**src/rtl/wiscsc15_pkg.sv**
```systemverilog
// Shared definitions for the WISC-SC15 memory sequencing logic.
// Holds the arbiter state encoding, the transaction owner encoding and the
// memory-side defaults shared with the control unit.
package wiscsc15_pkg;

    // Arbiter sequencing states
    typedef enum logic [1:0] {
        ST_IDLE  = 2'b00,
        ST_ISSUE = 2'b01,
        ST_WAIT  = 2'b10,
        ST_DONE  = 2'b11
    } arb_state_e;

    // Which requester owns the transaction in flight
    typedef enum logic {
        OWN_IF = 1'b0,
        OWN_DM = 1'b1
    } owner_e;

    // Memory-side defaults shared with the control unit
    localparam int MEM_AW      = 16;
    localparam int MEM_DW      = 16;
    localparam int MEM_TIMEOUT = 255;

endpackage

```
**src/rtl/wiscsc15_timeout_ctr.sv**
```systemverilog
// Response timeout counter for the memory arbiter.
// Ports:
//   clk, rst : clock and synchronous active-high reset
//   clr      : load zero (has priority over en)
//   en       : count up by one
//   tc       : count has reached TIMEOUT-1
module wiscsc15_timeout_ctr #(
    parameter int TIMEOUT = 255
) (
    input  logic clk,
    input  logic rst,
    input  logic clr,
    input  logic en,
    output logic tc
);

    // TIMEOUT-1 always fits in clog2(TIMEOUT) bits for TIMEOUT >= 2
    localparam int CW = (TIMEOUT < 2) ? 1 : $clog2(TIMEOUT);

    logic [CW-1:0] count_r;

    // Count register: reset/clear to zero, otherwise advance while enabled
    always_ff @(posedge clk) begin
        if (rst) begin
            count_r <= {CW{1'b0}};
        end else if (clr) begin
            count_r <= {CW{1'b0}};
        end else if (en) begin
            count_r <= count_r + CW'(1);
        end
    end

    assign tc = (count_r == CW'(TIMEOUT - 1));

endmodule

```
**src/rtl/wiscsc15_mem_arb.sv**
```systemverilog
// Single-port unified memory arbiter/sequencer for the WISC-SC15 core.
// Accepts one request (data port has priority over fetch), issues a one-cycle
// mem_en strobe, waits for a variable-latency mem_valid (or times out), then
// returns data and a one-cycle done pulse to the owner.
// Ports:
//   clk, rst                         : clock, synchronous active-high reset
//   if_req/if_addr/if_rdata/if_done  : instruction fetch port
//   dm_read/dm_write/dm_addr/dm_wdata/dm_rdata/dm_done : data port
//   stall_if/stall_dm                : pipeline freeze (combinational)
//   mem_en/mem_wr/mem_addr/mem_wdata : registered memory command
//   mem_rdata/mem_valid              : memory response
//   err                              : sticky error (timeout or read&write)
module wiscsc15_mem_arb
    import wiscsc15_pkg::*;
#(
    parameter int AW      = 16,
    parameter int DW      = 16,
    parameter int TIMEOUT = 255
) (
    input  logic          clk,
    input  logic          rst,
    input  logic          if_req,
    input  logic [AW-1:0] if_addr,
    output logic [DW-1:0] if_rdata,
    output logic          if_done,
    input  logic          dm_read,
    input  logic          dm_write,
    input  logic [AW-1:0] dm_addr,
    input  logic [DW-1:0] dm_wdata,
    output logic [DW-1:0] dm_rdata,
    output logic          dm_done,
    output logic          stall_if,
    output logic          stall_dm,
    output logic          mem_en,
    output logic          mem_wr,
    output logic [AW-1:0] mem_addr,
    output logic [DW-1:0] mem_wdata,
    input  logic [DW-1:0] mem_rdata,
    input  logic          mem_valid,
    output logic          err
);

    arb_state_e    state_r;
    arb_state_e    state_s;
    owner_e        owner_r;
    logic          mem_en_r;
    logic          mem_wr_r;
    logic [AW-1:0] mem_addr_r;
    logic [DW-1:0] mem_wdata_r;
    logic [DW-1:0] if_rdata_r;
    logic [DW-1:0] dm_rdata_r;
    logic          if_done_r;
    logic          dm_done_r;
    logic          err_r;
    logic          dm_req_s;
    logic          ctr_clr_s;
    logic          ctr_en_s;
    logic          tc_s;

    assign dm_req_s  = dm_read | dm_write;
    assign ctr_clr_s = (state_r == ST_ISSUE);
    assign ctr_en_s  = (state_r == ST_WAIT) & ~mem_valid;

    wiscsc15_timeout_ctr #(
        .TIMEOUT (TIMEOUT)
    ) u_timeout_ctr (
        .clk (clk),
        .rst (rst),
        .clr (ctr_clr_s),
        .en  (ctr_en_s),
        .tc  (tc_s)
    );

    // State register
    always_ff @(posedge clk) begin
        if (rst) begin
            state_r <= ST_IDLE;
        end else begin
            state_r <= state_s;
        end
    end

    // Next-state decode; DONE always returns to IDLE so a held request
    // has one cycle to drop before it could be accepted again
    always_comb begin
        state_s = state_r;
        case (state_r)
            ST_IDLE: begin
                if (dm_req_s || if_req) begin
                    state_s = ST_ISSUE;
                end else begin
                    state_s = ST_IDLE;
                end
            end
            ST_ISSUE: state_s = ST_WAIT;
            ST_WAIT: begin
                if (mem_valid || tc_s) begin
                    state_s = ST_DONE;
                end else begin
                    state_s = ST_WAIT;
                end
            end
            ST_DONE: state_s = ST_IDLE;
            default: state_s = ST_IDLE;
        endcase
    end

    // Request latching, memory command and response/holding registers
    always_ff @(posedge clk) begin
        if (rst) begin
            owner_r     <= OWN_IF;
            mem_en_r    <= 1'b0;
            mem_wr_r    <= 1'b0;
            mem_addr_r  <= {AW{1'b0}};
            mem_wdata_r <= {DW{1'b0}};
            if_rdata_r  <= {DW{1'b0}};
            dm_rdata_r  <= {DW{1'b0}};
            if_done_r   <= 1'b0;
            dm_done_r   <= 1'b0;
            err_r       <= 1'b0;
        end else begin
            mem_en_r  <= 1'b0;
            if_done_r <= 1'b0;
            dm_done_r <= 1'b0;
            case (state_r)
                ST_IDLE: begin
                    if (dm_req_s) begin
                        // read&write together is resolved as a write
                        owner_r     <= OWN_DM;
                        mem_wr_r    <= dm_write;
                        mem_addr_r  <= dm_addr;
                        mem_wdata_r <= dm_wdata;
                        mem_en_r    <= 1'b1;
                        if (dm_read && dm_write) begin
                            err_r <= 1'b1;
                        end
                    end else if (if_req) begin
                        owner_r    <= OWN_IF;
                        mem_wr_r   <= 1'b0;
                        mem_addr_r <= if_addr;
                        mem_en_r   <= 1'b1;
                    end
                end
                ST_WAIT: begin
                    if (mem_valid) begin
                        if (owner_r == OWN_IF) begin
                            if_rdata_r <= mem_rdata;
                            if_done_r  <= 1'b1;
                        end else begin
                            if (!mem_wr_r) begin
                                dm_rdata_r <= mem_rdata;
                            end
                            dm_done_r <= 1'b1;
                        end
                    end else if (tc_s) begin
                        err_r <= 1'b1;
                        if (owner_r == OWN_IF) begin
                            if_rdata_r <= {DW{1'b0}};
                            if_done_r  <= 1'b1;
                        end else begin
                            if (!mem_wr_r) begin
                                dm_rdata_r <= {DW{1'b0}};
                            end
                            dm_done_r <= 1'b1;
                        end
                    end
                end
                default: begin
                end
            endcase
        end
    end

    assign mem_en    = mem_en_r;
    assign mem_wr    = mem_wr_r;
    assign mem_addr  = mem_addr_r;
    assign mem_wdata = mem_wdata_r;
    assign if_rdata  = if_rdata_r;
    assign dm_rdata  = dm_rdata_r;
    assign if_done   = if_done_r;
    assign dm_done   = dm_done_r;
    assign err       = err_r;
    assign stall_if  = if_req & ~if_done_r;
    assign stall_dm  = dm_req_s & ~dm_done_r;

endmodule

```
**config.mk**
```make
export PLATFORM = sky130hd
export DESIGN_NAME = wiscsc15_mem_arb
export DESIGN_NICKNAME = d
export VERILOG_FILES = /design/src/rtl/wiscsc15_pkg.sv /design/src/rtl/wiscsc15_timeout_ctr.sv /design/src/rtl/wiscsc15_mem_arb.sv
export SDC_FILE = /design/constraint.sdc
export NUM_CORES = 1
export LEC_CHECK = 0
export BUFFER_PORTS_ARGS = -buffer_cell sky130_fd_sc_hd__buf_4
export CAP_MARGIN = 10
export CORE_MARGIN = 2
export CORE_UTILIZATION = 54
export CTS_BUF_LIST = sky130_fd_sc_hd__clkbuf_4
export DETAILED_ROUTE_END_ITERATION = 7
export PLACE_DENSITY = 0.88
export SLEW_MARGIN = 20
export SYNTH_ARGS = -nofsm -noshare
export SYNTH_HDL_FRONTEND = slang
export SYNTH_HIERARCHICAL = 1
export SYNTH_SLANG_ARGS = --single-unit
```
**constraint.sdc**
```tcl
create_clock -name clk -period 5.4 [get_ports clk]
set_clock_uncertainty 0.1 [all_clocks]
set_input_delay 1.08 -clock clk [delete_from_list [all_inputs] [get_ports clk]]
set_output_delay 1.08 -clock clk [all_outputs]
set_load 0.01 [all_outputs]
```
Yosys cells after proc, flatten, opt, wreduce, memory -nomap -nowiden --
Cells that the tools add are included.
Word-level totals: register bits 80, input port bits 70
Cells by class: reductions and logical operators 15, add/sub/neg operators 1, bitwise operators 11, eq/ne operators 8, muxes and demuxes 31
Operators with widths (number):
- two-way mux 16 bit | 12
- two-way mux 1 bit | 17
- adder 8 x 1 -> 8 bit, second input constant | 1
- equality test 8 bit, second input constant | 1
- inequality test 2 bit, second input constant | 4
- one-hot mux 2 bit (4 select lines) | 1
- inverter 1 bit | 7
- nonzero test 2 bit | 3
- OR reduction 2 bit | 3
- AND reduction 5 bit | 1
- equality test 2 bit, second input constant | 2
- AND reduction 2 bit | 2
- AND reduction 4 bit | 1
- bitwise AND 1 bit | 3
- AND reduction 3 bit | 1
- equality test 2 x 1 -> 1 bit, second input constant | 1
- logical NOT 2 bit | 1
- logical OR 1 bit | 2
- one-hot mux 1 bit (2 select lines) | 1
- logical AND 1 bit | 1
- OR 1 bit | 1

Longest topological paths before layout --
depth in word-level cells 4, mapped depth 9, depth with buffers taken out 7

Cells and area by module --
The synthesis kept the hierarchy.
By module, submodules not included:
- wiscsc15_mem_arb | cells an instance 363, area an instance 3091.7 um^2, instances 1, sequential area each 1441.4 um^2
- wiscsc15_timeout_ctr | cells an instance 42, area an instance 367.9 um^2, instances 1, sequential area each 160.2 um^2

Worst setup path after synthesis --
OpenSTA, ideal clock, no wires.
path kind input to output, start in dm_write, end out stall_dm, arrival 1638 ps, cell stages on the path 4, setup slack 2582 ps, cell sequence buf_4 -> nor2_8 -> buf_2 -> nor2_1
On the way: longest elaborated chain between the ends 2
RTL lines:
- start, declared | RTL line wiscsc15_mem_arb.sv:27 | input logic dm_write,
- OR 1 bit | RTL line wiscsc15_mem_arb.sv:60 | assign dm_req_s = dm_read | dm_write;
- bitwise AND 1 bit | RTL line wiscsc15_mem_arb.sv:184 | assign stall_dm = dm_req_s & ~dm_done_r;
- end, declared | RTL line wiscsc15_mem_arb.sv:33 | output logic stall_dm,
No other way between the ends.

Worst setup path in the final report --
Ends and elaborated chain as after synthesis.

==> impl_metrics.tcl <==
set metrics [dict create \
    cts-resized-gates 0 \
    cts-root-buf "clkbuf_4" \
    synthAdderAreaFrac_pct 2.17 \
    reg2reg_from "u_timeout_ctr/count_r[0]" \
    rrSetupSlack_ns 2.85 \
    die_area_um2 7060 \
    synth_cells 405 \
    ys_types 35 \
    area_delta_synth_final_pct 33.4 \
    port_buffers 140 \
    yosys.area_share.xor_xnor_pct 1.01 \
    required_ns 4.22 \
    via_per_inst 5.51 \
    hold_viol 0 \
    synth_compound_area_share_pct 22.6 \
    synth.cell_area_um2 3460 \
    holdPathEnd "mem_wdata[0]" \
    grt_pass1_vias 3186 \
    r2r_cells 7 \
    cts_buffer_depth 2 \
    die_w_um 84.0 \
    finalCritPeriodShare_pct 54.4 \
    drt_iter0_drc 201 \
    seq_area_frac_synth_pct 46.3 \
    die_y_um 84.0 \
    r2r_end "if_rdata[1]" \
    crit_chain "buf_4, nor2_8, nor2_1, buf_4" \
    peakVddDrop_uv 216 \
    outcome "finished clean" \
    hpwl_um 6240 \
    crit_type "input pin to output port" \
    start_util_pct 55.1 \
    cp_top_family "buffers and inverters" \
    max_cap_violations 0 \
    fin_setup_tns_ns 0 \
    maxSlewViolCount 0 \
    p_leak_uw 0.00196 \
    layout.nets 599 \
    place_ws_ns 2.38 \
    coreArea_um2 6280 \
    crit_buf_inv 2 \
    ys_ff_latch 80 \
    grt_usage_pct 25.3 \
    cpMostUsedCell "buf_4" \
    drc 0 \
    clk_latency_ns 0.40 \
    yosysWarningCount 6 \
    cp-start-kind "input pin" \
    ios 141 \
    p_per_area_nw_per_um2 317 \
    hold_depth 2 \
    wire_per_inst_um 14.7 \
    numCtsBuffers 9 \
    crit_arrival_ns 1.76 \
    final_common_cell "buf_4" \
    grt_pass1_wl_um 14600 \
    fin_crit_ns 2.94 \
    worst_slew_pin_slew_ns 0.827 \
    vias 3333 \
    cts.clk_slew.worst_paths_ns 0.11 \
    routed_wl_um 8920 \
    worst-path-max-fanout 23 \
    cts_tree "done" \
    antenna_found_initial 0 \
    htreeDepth 3 \
    core.rowCount 29 \
    syn_nets 481 \
    fmax_mhz 340 \
    crit_slowest_cell "nor2_8" \
    syn_area_per_cell_um2 8.54 \
    final_antenna_net_count 0 \
    setup_viol 0 \
    synthMuxAreaShare_pct 0.289 \
    hp-class "register to register" \
    layout_common_cells "141 x buf_4, 80 x dfxtp_1, 51 x o21ai_0" \
    rsz0062_at_grt "no" \
    cts_setup_buffers 0 \
    whs_ns 0.365 \
    cts_hold_buf 0 \
    drive_gt1_share_pct 33.1 \
    synth_top_family_by_area "compound AO/OA/AOI/OAI gates" \
    worst_slack_ns 2.46 \
    gp_congestion 0.835 \
    grt-ovfl-total 0 \
    yosys.area_share.simple_pct 21.7 \
    end_kind "output port" \
    antenna_cells 0 \
    drtPass1Iterations 4 \
    slowest_delay_ns 0.26 \
    maxSlewHeadroom_pct 44.8 \
    hp-start "mem_wdata[0]" \
    cts.sinks 80 \
    grt_max_degree 90 \
]
synth_stat cells:
cell type / instances / area, um^2
ha_1: 6 / 75.1
buf_8: 1 / 15.0
or3_1: 3 / 18.8
dfxtp_1: 80 / 1600
buf_4: 4 / 30.0
o31a_1: 1 / 8.76
o21ai_0: 51 / 255
a311oi_1: 16 / 140
nand4_2: 1 / 12.5
mux2i_1: 1 / 10.0
a211o_1: 1 / 8.76
clkbuf_1: 17 / 63.8
o21ai_1: 22 / 110
or2_2: 1 / 6.26
a21oi_1: 21 / 105
buf_6: 3 / 33.8
nor2_1: 29 / 109
buf_2: 9 / 45.0
a21boi_1: 1 / 7.51
nand2b_1: 1 / 6.26
nor2_8: 1 / 20.0
inv_1: 4 / 15.0
o21ai_2: 12 / 105
o21a_1: 2 / 15.0
nand3b_1: 16 / 120
o211ai_2: 1 / 12.5
nand3_1: 3 / 15.0
xor2_1: 3 / 26.3
or2_1: 2 / 12.5
nand4_1: 3 / 18.8
xnor2_1: 1 / 8.76
nand2_1: 50 / 188
nor2b_1: 36 / 225
a211oi_1: 1 / 7.51
o31ai_1: 1 / 7.51
routing by layer:
metal	vias up	GRT usage (%)	part of all wire (%)
li1	1633	-	-
met3	19	6.92	7.4
met2	132	42.5	50
met5	-	0	0
met4	0	10.1	1.8
met1	1549	30.5	41
through the flow:
step / instance area [um^2] / cells / util [%] / power (uW)
3_3_place_gp: 4430 / 589 / 70.5 / 1020
6_report: 4610 / 605 / 73.5 / 1460
3_5_place_dp: 4430 / 589 / 70.5 / 1040
2_1_floorplan: 3460 / 405 / - / 890
4_1_cts: 4610 / 605 / 73.4 / 1470
5_1_grt: 4610 / 605 / 73.5 / 1540
worst reg2reg max path: stages (launching register included):
cell and delay, ns:
dfxtp_1 0.47, inv_1 0.07, ha_1 0.20, nand3_1 0.08
nor2_1 0.08, o21ai_2 0.53, or2_1 0.73, o21ai_1 0.17
sequential cells by signal (all words and copies together) (netlist names):
name / flops
dm_done: 1
if_rdata: 16
err: 1
mem_wdata: 16
mem_en: 1
mem_addr: 16
owner_r: 1
dm_rdata: 16
mem_wr: 1
if_done: 1
u_timeout_ctr/count_r: 8
state_r: 2
cell type report:
cell class / count / area, um^2
clock buffers: 10 / 75.1
clock inverters: 6 / 108
fillers: 494 / 1660
inverters: 4 / 15.0
multi-input cells: 287 / 1660
flip-flops and latches: 80 / 1600
well taps: 77 / 96.3
repair buffers: 141 / 1060
report_power, final:
part           switching [uW]  total [uW]  internal [uW]
registers                37.5         683            646
logic                     184         340            156
clock network             201         440            238
worst max path at each step:
stage / depth (start not counted) / from / to
detailed placement: 4 / mem_valid / if_rdata[1]
finish: 4 / dm_write / stall_dm
global placement: 4 / mem_valid / if_rdata[15]
floorplan: 4 / dm_write / stall_dm
global route: 4 / dm_write / stall_dm
CTS: 4 / dm_write / stall_dm
kinds of logic after synthesis:
kind of cell             Yosys count
XOR/XNOR                           4
flip-flops                        80
AND/OR/NAND/NOR                  146
buffers and inverters             38
multiplexers                       1
adder cells (fa/ha/maj)            6
AO/OA/AOI/OAI                    130
Power figures use the tool's default switching activity.
